### src/rtl/rs_latch_sequencer_pkg.sv
// -----------------------------------------------------------------------------
// rs_latch_sequencer_pkg
// Shared definitions for the RS-latch sequencer and its round-robin arbiter:
// FSM state encoding, command encoding, and the counter-width helper.
// -----------------------------------------------------------------------------
package rs_latch_sequencer_pkg;

    typedef enum logic [2:0] {
        ST_IDLE   = 3'd0,
        ST_GRANT  = 3'd1,
        ST_PULSE  = 3'd2,
        ST_SETTLE = 3'd3,
        ST_DONE   = 3'd4
    } state_e;

    localparam logic CMD_SET   = 1'b1;
    localparam logic CMD_RESET = 1'b0;

    // Width of a down-counter that must hold the larger of the two phase lengths.
    function automatic int cnt_width(input int pulse_cycles, input int settle_cycles);
        int m;
        m = (pulse_cycles > settle_cycles) ? pulse_cycles : settle_cycles;
        return $clog2(m + 1);
    endfunction

endpackage

### src/rtl/rs_latch_sequencer_rr_arbiter.sv
// -----------------------------------------------------------------------------
// rs_latch_sequencer_rr_arbiter
// Round-robin arbiter. The winner is the first asserted request at or above
// the pointer, wrapping from NUM_REQ-1 back to 0. The pointer moves to one
// past the winner whenever Advance is pulsed while a request is pending.
// Ports:
//   Clk      in   system clock (rising edge)
//   Reset_n  in   synchronous active-low reset (pointer -> 0)
//   Req      in   per-requester request vector
//   Advance  in   accept the current winner and move the pointer
//   Winner   out  one-hot winner (combinational, zero when no request)
//   Any      out  at least one request is asserted
// -----------------------------------------------------------------------------
module rs_latch_sequencer_rr_arbiter #(
    parameter int NUM_REQ = 2
) (
    input  logic               Clk,
    input  logic               Reset_n,
    input  logic [NUM_REQ-1:0] Req,
    input  logic               Advance,
    output logic [NUM_REQ-1:0] Winner,
    output logic               Any
);

    localparam int PTR_W = $clog2(NUM_REQ);
    localparam logic [PTR_W-1:0]   LAST_IDX = PTR_W'(NUM_REQ - 1);
    localparam logic [NUM_REQ-1:0] ONE_HOT0 = NUM_REQ'(1);

    logic [PTR_W-1:0] ptr_q;
    logic [PTR_W-1:0] ptr_d;
    logic [PTR_W-1:0] win_idx_s;
    logic             hit_s;
    logic             any_s;

    // Winner search in two passes: first at/above the pointer, then the wrap-around part.
    always_comb begin
        hit_s     = 1'b0;
        win_idx_s = '0;
        for (int j = 0; j < NUM_REQ; j++) begin
            if (!hit_s && Req[j] && (PTR_W'(j) >= ptr_q)) begin
                hit_s     = 1'b1;
                win_idx_s = PTR_W'(j);
            end else begin
                hit_s = hit_s;
            end
        end
        for (int j = 0; j < NUM_REQ; j++) begin
            if (!hit_s && Req[j] && (PTR_W'(j) < ptr_q)) begin
                hit_s     = 1'b1;
                win_idx_s = PTR_W'(j);
            end else begin
                hit_s = hit_s;
            end
        end
        any_s = |Req;
        if (any_s) begin
            Winner = ONE_HOT0 << win_idx_s;
        end else begin
            Winner = '0;
        end
        if (win_idx_s == LAST_IDX) begin
            ptr_d = '0;
        end else begin
            ptr_d = win_idx_s + PTR_W'(1);
        end
    end

    assign Any = any_s;

    // Pointer register: steps one past the winner on each accepted grant.
    always_ff @(posedge Clk) begin
        if (!Reset_n) begin
            ptr_q <= '0;
        end else if (Advance && any_s) begin
            ptr_q <= ptr_d;
        end else begin
            ptr_q <= ptr_q;
        end
    end

endmodule

### src/rtl/rs_latch_sequencer.sv
// -----------------------------------------------------------------------------
// rs_latch_sequencer
// Shares one RS latch between NUM_REQ requesters. Each granted command is
// played out as a fixed-width S (set) or R (reset) pulse followed by a settle
// gap with S=R=0; Q is then captured and returned with a one-cycle Done.
// S and R come straight from registers and are never high together.
// Ports:
//   Clk       in   system clock (rising edge)
//   Reset_n   in   synchronous active-low reset
//   Req       in   per-requester request, held until its Done
//   Cmd       in   per-requester command (1 = set, 0 = reset)
//   Gnt       out  one-hot grant, high from GRANT through DONE
//   Done      out  one-cycle completion pulse, Q_sample valid
//   Q_sample  out  latch Q captured on entry to DONE
//   Busy      out  high whenever the FSM is not idle
//   S, R      out  latch set/reset drives
//   Q         in   latch output
// -----------------------------------------------------------------------------
module rs_latch_sequencer
    import rs_latch_sequencer_pkg::*;
#(
    parameter int NUM_REQ       = 2,
    parameter int PULSE_CYCLES  = 2,
    parameter int SETTLE_CYCLES = 1
) (
    input  logic               Clk,
    input  logic               Reset_n,
    input  logic [NUM_REQ-1:0] Req,
    input  logic [NUM_REQ-1:0] Cmd,
    output logic [NUM_REQ-1:0] Gnt,
    output logic               Done,
    output logic               Q_sample,
    output logic               Busy,
    output logic               S,
    output logic               R,
    input  logic               Q
);

    localparam int CNT_W = cnt_width(PULSE_CYCLES, SETTLE_CYCLES);
    localparam logic [CNT_W-1:0] PULSE_LOAD  = CNT_W'(PULSE_CYCLES);
    localparam logic [CNT_W-1:0] SETTLE_LOAD = CNT_W'(SETTLE_CYCLES);
    localparam logic [CNT_W-1:0] CNT_ONE     = CNT_W'(1);

    state_e             state_q;
    logic [CNT_W-1:0]   cnt_q;
    logic               cmd_q;
    logic [NUM_REQ-1:0] gnt_q;
    logic               done_q;
    logic               q_sample_q;
    logic               busy_q;
    logic               s_q;
    logic               r_q;

    logic [NUM_REQ-1:0] winner_s;
    logic               any_s;
    logic               advance_s;
    logic               cmd_sel_s;

    // The pointer only moves when IDLE actually hands out a grant.
    assign advance_s = (state_q == ST_IDLE) && any_s;

    // Command of the granted requester; only looked at in GRANT.
    assign cmd_sel_s = |(Cmd & gnt_q);

    rs_latch_sequencer_rr_arbiter #(
        .NUM_REQ (NUM_REQ)
    ) u_arb (
        .Clk     (Clk),
        .Reset_n (Reset_n),
        .Req     (Req),
        .Advance (advance_s),
        .Winner  (winner_s),
        .Any     (any_s)
    );

    // Sequencer FSM with all outputs registered.
    always_ff @(posedge Clk) begin
        if (!Reset_n) begin
            state_q    <= ST_IDLE;
            cnt_q      <= '0;
            cmd_q      <= CMD_RESET;
            gnt_q      <= '0;
            done_q     <= 1'b0;
            q_sample_q <= 1'b0;
            busy_q     <= 1'b0;
            s_q        <= 1'b0;
            r_q        <= 1'b0;
        end else begin
            done_q <= 1'b0;
            case (state_q)
                ST_IDLE: begin
                    if (any_s) begin
                        state_q <= ST_GRANT;
                        gnt_q   <= winner_s;
                        busy_q  <= 1'b1;
                    end else begin
                        state_q <= ST_IDLE;
                        gnt_q   <= '0;
                        busy_q  <= 1'b0;
                    end
                end
                ST_GRANT: begin
                    // Command is frozen here; later Cmd changes are ignored.
                    cmd_q   <= cmd_sel_s;
                    s_q     <= (cmd_sel_s == CMD_SET);
                    r_q     <= (cmd_sel_s == CMD_RESET);
                    cnt_q   <= PULSE_LOAD;
                    state_q <= ST_PULSE;
                end
                ST_PULSE: begin
                    if (cnt_q == CNT_ONE) begin
                        s_q <= 1'b0;
                        r_q <= 1'b0;
                        if (SETTLE_CYCLES > 0) begin
                            state_q <= ST_SETTLE;
                            cnt_q   <= SETTLE_LOAD;
                        end else begin
                            // No settle gap: Q has been stable since the pulse started.
                            state_q    <= ST_DONE;
                            cnt_q      <= '0;
                            done_q     <= 1'b1;
                            q_sample_q <= Q;
                        end
                    end else begin
                        cnt_q <= cnt_q - CNT_ONE;
                        s_q   <= (cmd_q == CMD_SET);
                        r_q   <= (cmd_q == CMD_RESET);
                    end
                end
                ST_SETTLE: begin
                    if (cnt_q == CNT_ONE) begin
                        state_q    <= ST_DONE;
                        cnt_q      <= '0;
                        done_q     <= 1'b1;
                        q_sample_q <= Q;
                    end else begin
                        cnt_q <= cnt_q - CNT_ONE;
                    end
                end
                ST_DONE: begin
                    // Grant drops here so the requester re-competes from IDLE.
                    state_q <= ST_IDLE;
                    gnt_q   <= '0;
                    busy_q  <= 1'b0;
                end
                default: begin
                    state_q <= ST_IDLE;
                    cnt_q   <= '0;
                    gnt_q   <= '0;
                    busy_q  <= 1'b0;
                    s_q     <= 1'b0;
                    r_q     <= 1'b0;
                end
            endcase
        end
    end

    assign Gnt      = gnt_q;
    assign Done     = done_q;
    assign Q_sample = q_sample_q;
    assign Busy     = busy_q;
    assign S        = s_q;
    assign R        = r_q;

endmodule

### config.mk
export PLATFORM = sky130hd
export DESIGN_NAME = rs_latch_sequencer
export DESIGN_NICKNAME = d
export VERILOG_FILES = /design/src/rtl/rs_latch_sequencer_pkg.sv /design/src/rtl/rs_latch_sequencer_rr_arbiter.sv /design/src/rtl/rs_latch_sequencer.sv
export SDC_FILE = /design/constraint.sdc
export NUM_CORES = 1
export LEC_CHECK = 0
export CORE_UTILIZATION = 45
export CTS_CLUSTER_DIAMETER = 150
export DETAILED_ROUTE_END_ITERATION = 16
export PLACE_DENSITY = 0.72
export SLEW_MARGIN = 15
export SYNTH_ARGS = -nofsm -noshare
export SYNTH_HDL_FRONTEND = slang
export SYNTH_SLANG_ARGS = --single-unit
### constraint.sdc
create_clock -name Clk -period 1.4 [get_ports Clk]
set_clock_uncertainty 0.05 [all_clocks]
set_input_delay 0.35 -clock Clk [delete_from_list [all_inputs] [get_ports Clk]]
set_output_delay 0.35 -clock Clk [all_outputs]
set_load 0.1 [all_outputs]
---- Yosys cells after proc, flatten, opt, wreduce, memory -nomap -nowiden ----
Index checks and enable logic that the tools add are counted.
W data, S select, Z words.
storage, ports and cells
  output and inout bits ................... 7
  input port bits ......................... 7
  flip-flop bits (word level) ............. 14
cells by class
  reductions and logical operators ........ 21
  bitwise gates (word level) .............. 3
  $add $sub $neg .......................... 2
  eq/ne operators ......................... 7
  mux-type cells .......................... 23
  shift-type cells ........................ 1
  order comparisons ....................... 4
operator list
  kind                   count
  $mux W1                12
  $pmux W3 S4            1
  $logic_and A1 B1 Y1    9
  $pmux W2 S4            1
  $eq A3 B2 Y1 const B   2
  $mux W2                3
  $mux W3                2
  $pmux W1 S3            2
  $reduce_and A2 Y1      3
  $reduce_or A2 Y1       3
  $reduce_or A3 Y1       2
  $ne A2 B2 Y1 const B   2
  $pmux W2 S2            1
  $eq A3 B1 Y1 const B   1
  $eq A3 B3 Y1 const B   1
  $logic_not A1 Y1       3
  $logic_not A3 Y1       1
  $and A2 B2 Y2          1
  $eq A2 B1 Y1 const B   1
  $ge A1 B1 Y1 const A   2
  $lt A1 B1 Y1 const A   2
  $not A1 Y1             2
  $pmux W1 S2            1
  $shl A1 B1 Y2 const A  1
  2 further kinds        2

---- Longest topological paths before layout ----
  depth in word-level cells ............... 18
  depth in mapped cells ................... 5
  mapped depth without buffers ............ 5

---- By module ----
From an unflattened synthesis, not the netlist that was laid out.
unflattened totals
  cells, all modules ...................... 72
  area total of the unflattened synthesis .. 729.4 sq um
by module, submodules not included
  module                         times used  cells an instance  area an instance (sq um)
  rs_latch_sequencer             1           64                 661.9
  rs_latch_sequencer_rr_arbiter  1           8                  67.6

---- Worst setup path before layout ----
OpenSTA, ideal clock, no wires.
  kind .................................... reg2reg
  from .................................... register gnt_q[0] (netlist: Gnt[0])
  to ...................................... register r_q (netlist: R)
  library setup time ...................... 0.120 ns
  path buffers ............................ 0
  arrival time ............................ 1.624 ns
  slack ................................... -0.393 ns
  data required time ...................... 1.230 ns
  stages on the path, launching flop included .. 4
  cell sequence ........................... dfxtp_1 > a22oi_1 > nor2b_1 > o31a_1
between the ends
  cells in the longest elaborated chain, start to end .. 4
RTL lines
  element                 RTL line                   RTL
  start, declared         rs_latch_sequencer.sv:47   logic [NUM_REQ-1:0] gnt_q;
  start signal, assigned  rs_latch_sequencer.sv:94   gnt_q <= winner_s;
  $and A2 B2 Y2           rs_latch_sequencer.sv:63   assign cmd_sel_s = |(Cmd & gnt_q);
  $reduce_or A2 Y1        rs_latch_sequencer.sv:63
  $not A1 Y1              rs_latch_sequencer.sv:106  r_q <= (cmd_sel_s == CMD_RESET);
  $pmux W1 S3             rs_latch_sequencer.sv:90   case (state_q)
  end signal, assigned    rs_latch_sequencer.sv:106
  end signal, assigned    rs_latch_sequencer.sv:127  r_q <= (cmd_q == CMD_RESET);
  end, declared           rs_latch_sequencer.sv:52   logic r_q;
Every way passes these cells.
A chain may end at the register's enable or synchronous reset.

---- Worst setup path after layout ----
  from .................................... register cnt_q[0]
  to ...................................... register q_sample_q (netlist: Q_sample)
between the ends
  cells in the longest elaborated chain, start to end .. 2
RTL lines
  element                             RTL line                                              RTL
  start, declared                     rs_latch_sequencer.sv:45                              logic [CNT_W-1:0] cnt_q;
  start signal, assigned              rs_latch_sequencer.sv:125                             cnt_q <= cnt_q - CNT_ONE;
  start signal, assigned              rs_latch_sequencer.sv:137                             cnt_q <= cnt_q - CNT_ONE;
  $eq A2 B1 Y1                        rs_latch_sequencer.sv:111, rs_latch_sequencer.sv:131
  $reduce_and A2 Y1 (no source line)  n/a
  end signal, assigned                rs_latch_sequencer.sv:84                              q_sample_q <= 1'b0;
  end signal, assigned                rs_latch_sequencer.sv:122                             q_sample_q <= Q;
  end signal, assigned                rs_latch_sequencer.sv:135                             q_sample_q <= Q;
  end, declared                       rs_latch_sequencer.sv:49                              logic q_sample_q;
Every way passes these cells.

==> impl_results.md <==
- Run status: completed
- Sequential power share: 38.9%
- Clock transition at the registers of the reported paths: approximately 90 ps
- Final Max Slew Viols: 0
- Max incr delay on CP: approximately 390 ps
- P_leak: 0.401 nW
- Switching share of total power: between 30% and 40%
- Antenna violations before repair: 0
- Adder-Cell Fraction of Synth Area: 3.89%
- CTS hold repair buffers: 0
- CTS tree: built
- WP data required: about 1500 ps
- Port-buffer cells: 13
- Synth cell types: 31
- DRT Pass-1 Iters: 2
- VDD IR max: ~800 µV
- IO Count: 14
- Complex-gate fraction of the synthesized area: a little under a fifth
- Initial core utilization: 48.8%
- Fmax: ~760 MHz
- Die height: 39.8 µm
- Mapped Area: ~640 µm²
- Register area share after synthesis: a little over two fifths
- Largest family of logic cells by synthesized area: simple AND/OR/NAND/NOR gates
- Vias in the first global route: about 520
- Dpl cells: roughly 100
- Dpl hpwl: 1.05 mm
- Logic pwr share: approximately 40%
- CTS root buf: clkbuf_4
- Worst skew pair latency: between 200 and 300 ps
- MaxCap Viol Count: 0
- Mapped Nets: between 70 and 80
- Number of synthesized register bits: 14
- Hold Crit Class: flop to flop
- Routed Antenna Nets: 0
- PD cells: 1390 nW/µm²
- Min Hold Slack: 427 ps
- Largest net degree at the start of global routing: 12
- Fin cells: around 110
- CTS sink cnt: 14
- WL/cell: ~12 µm
- GRT Util Overall: 20.5%
- Internal power: 853 µW
- RSZ-0062 raised after global routing: no
- Xor/xnor share of the synthesized area: 0%
- Cts bufs inserted: 3
- Clock share of power: a little over a fifth
- Crit path max fanout: 4
- Placer Congestion: between 0.7 and 0.8
- Fin crit period: ~1300 ps
- H-tree depth: 1
- Crit Path Class: flop to flop
- CP arrival: roughly 1400 ps
- Fin worst setup slack: 85.1 ps
- Vias after detailed routing: 555
- Synth warn: 0
- Synthesized instance count: 70
- Worst-margin pin slew: roughly 400 ps
- Post-Route WL: approximately 1.3 mm
- Post-Synth Simple-Gate Area: approximately a quarter
- Global-route wire length before repair: roughly 2.1 mm
- Multiplexer share of the synthesized area: under 10%
- Via/cell ratio: 5.14
- ANT cells: 0
- Die width: 39.8 µm
- DP Area: 915 µm²
- Cells along the critical path: ha_1, buf_4, nand4b_1, mux2i_1, nor2_1
- Share of layout cells above drive strength 1: just under 30%
- Final Cycle Share: roughly 94%
- Pre-CTS setup slack: -107 ps
- Layout area overhead: 49.4%
- CTS Buffer Depth: 2
- DRC: 0
- Initial drt markers: 4
- Setup-failing EPs final: 0
- Nets: about 100
- Total die area: ~1600 µm²
- Nature of the critical path startpoint: flop
- Slowest CP cell: dfxtp_1
- Max transition margin: about three quarters
- CP Capture Type: flop
- Final Hold Vio Count: 0
- Total core area: around 1300 µm²
- Syn Area/Cell: between 9 and 10 µm²
- Total gr overflow: 0
- Rows: 13
- Design Area, Final: 961 µm²
- Switching power: around 480 µW
power groups by stage:
stage,Sequential [mW],Clock [mW],Combinational [mW]
global placement,0.522,0,0.513
detailed placement,0.526,0,0.526
global route,0.530,0.306,0.561
floorplan,0.648,0,0.195
finish,0.519,0.289,0.527
CTS,0.517,0.298,0.531
metrics by stage:
stage | TNS (ps) | total power [mW] | utilization [%]
after CTS | 0 | 1.35 | 72.6
after detailed placement | -362 | 1.05 | 69.4
final | 0 | 1.34 | 72.9
after floorplan | 0 | 0.843 | -
after global placement | -224 | 1.04 | 69.4
after global routing | 0 | 1.40 | 72.9
sequential cells by signal (all words and copies together), names as in the netlist:
register	cells
cnt_q	2
state_q	3
R	1
Done	1
Gnt	2
Busy	1
cmd_q	1
Q_sample	1
S	1
u_arb.ptr_q	1
synthesized netlist by cell type:
cell,number,area share [%]
ha_1,2,3.9
o21a_1,3,3.5
a21oi_1,6,4.7
a21boi_0,1,1.2
a2bb2oi_1,2,2.7
buf_6,1,1.8
nand2_1,1,0.58
nand3_1,1,0.78
nand4b_1,1,1.4
nor2b_1,3,2.9
buf_2,1,0.78
or3b_1,2,2.7
inv_1,1,0.58
or3_4,1,1.8
clkinv_1,1,0.58
clkbuf_1,1,0.58
and2b_1,1,1.2
nor3b_1,2,2.3
nor3_1,2,1.6
o31a_1,1,1.4
and3_1,1,0.97
nand2b_1,2,1.9
nor4b_1,1,1.4
a211o_1,1,1.4
nor2_1,9,5.3
a22oi_1,1,1.2
o21ai_0,3,2.3
mux2i_1,2,3.1
dfxtp_1,14,44
and3b_1,1,1.4
o21ai_1,1,0.78
timing repair:
item	CTS	global route
hold endpoints to repair	0	0
resized for setup	1	3
buffers inserted	0	0
pin swaps	0	0
setup endpoints to repair	1	7
layout make-up:
cell class	count	area, µm²
multi-input combinational	51	342
fill	100	357
timing repair buffer	22	268
tap	15	18.8
inverter	2	7.51
clock buffer	4	36.3
sequential	14	289
final timing paths:
kind,from,to,slack (ps),cells after the start
hold reg to reg,u_arb.ptr_q,u_arb.ptr_q,430,2
setup reg to reg,cnt_q[0],Q_sample,90,5
setup / recovery,cnt_q[0],Q_sample,90,5
hold / removal,u_arb.ptr_q,u_arb.ptr_q,430,2
critical path, delay by kind of cell, from the launching register on:
family | cells | cell delay, ps
buf+inv | 1 | 150
simple gates | 2 | 200
flops | 1 | 390
mux | 1 | 180
fa+ha+maj | 1 | 250
metal layers:
metal | wire length (µm) | up-vias | track usage [%] | part of all wire [%]
li1 | - | 295 | - | -
met1 | 664 | 252 | 26.5 | 50
met2 | 636 | 6 | 33.6 | 48
met3 | 30 | 2 | 3.41 | 2.2
met4 | 6 | 0 | 7.76 | 0.45
met5 | 0 | - | 0 | 0
placed cells by master (no fill, tap or decap), drive strengths merged, types with 2 or more instances in the layout:
cell type | Yosys | layout
or3b | 2 | 2
nor2 | 9 | 9
dfxtp | 14 | 14
nor2b | 3 | 3
nor3b | 2 | 2
buf | 2 | 16
a2bb2oi | 2 | 2
o21ai | 4 | 4
o21a | 3 | 3
nand2b | 2 | 2
ha | 2 | 2
clkbuf | 1 | 4
mux2i | 2 | 2
clkdlybuf4s50 | 0 | 6
nor3 | 2 | 2
a21oi | 6 | 6
cell families after synthesis:
kind of cell	count (synthesis)
AOI/OAI and AO/OA	19
and+or+nand+nor	28
DFF	14
buffers and inverters	5
adders and majority gates	2
muxes	2
No activity file was read; power rests on OpenSTA's default activity.
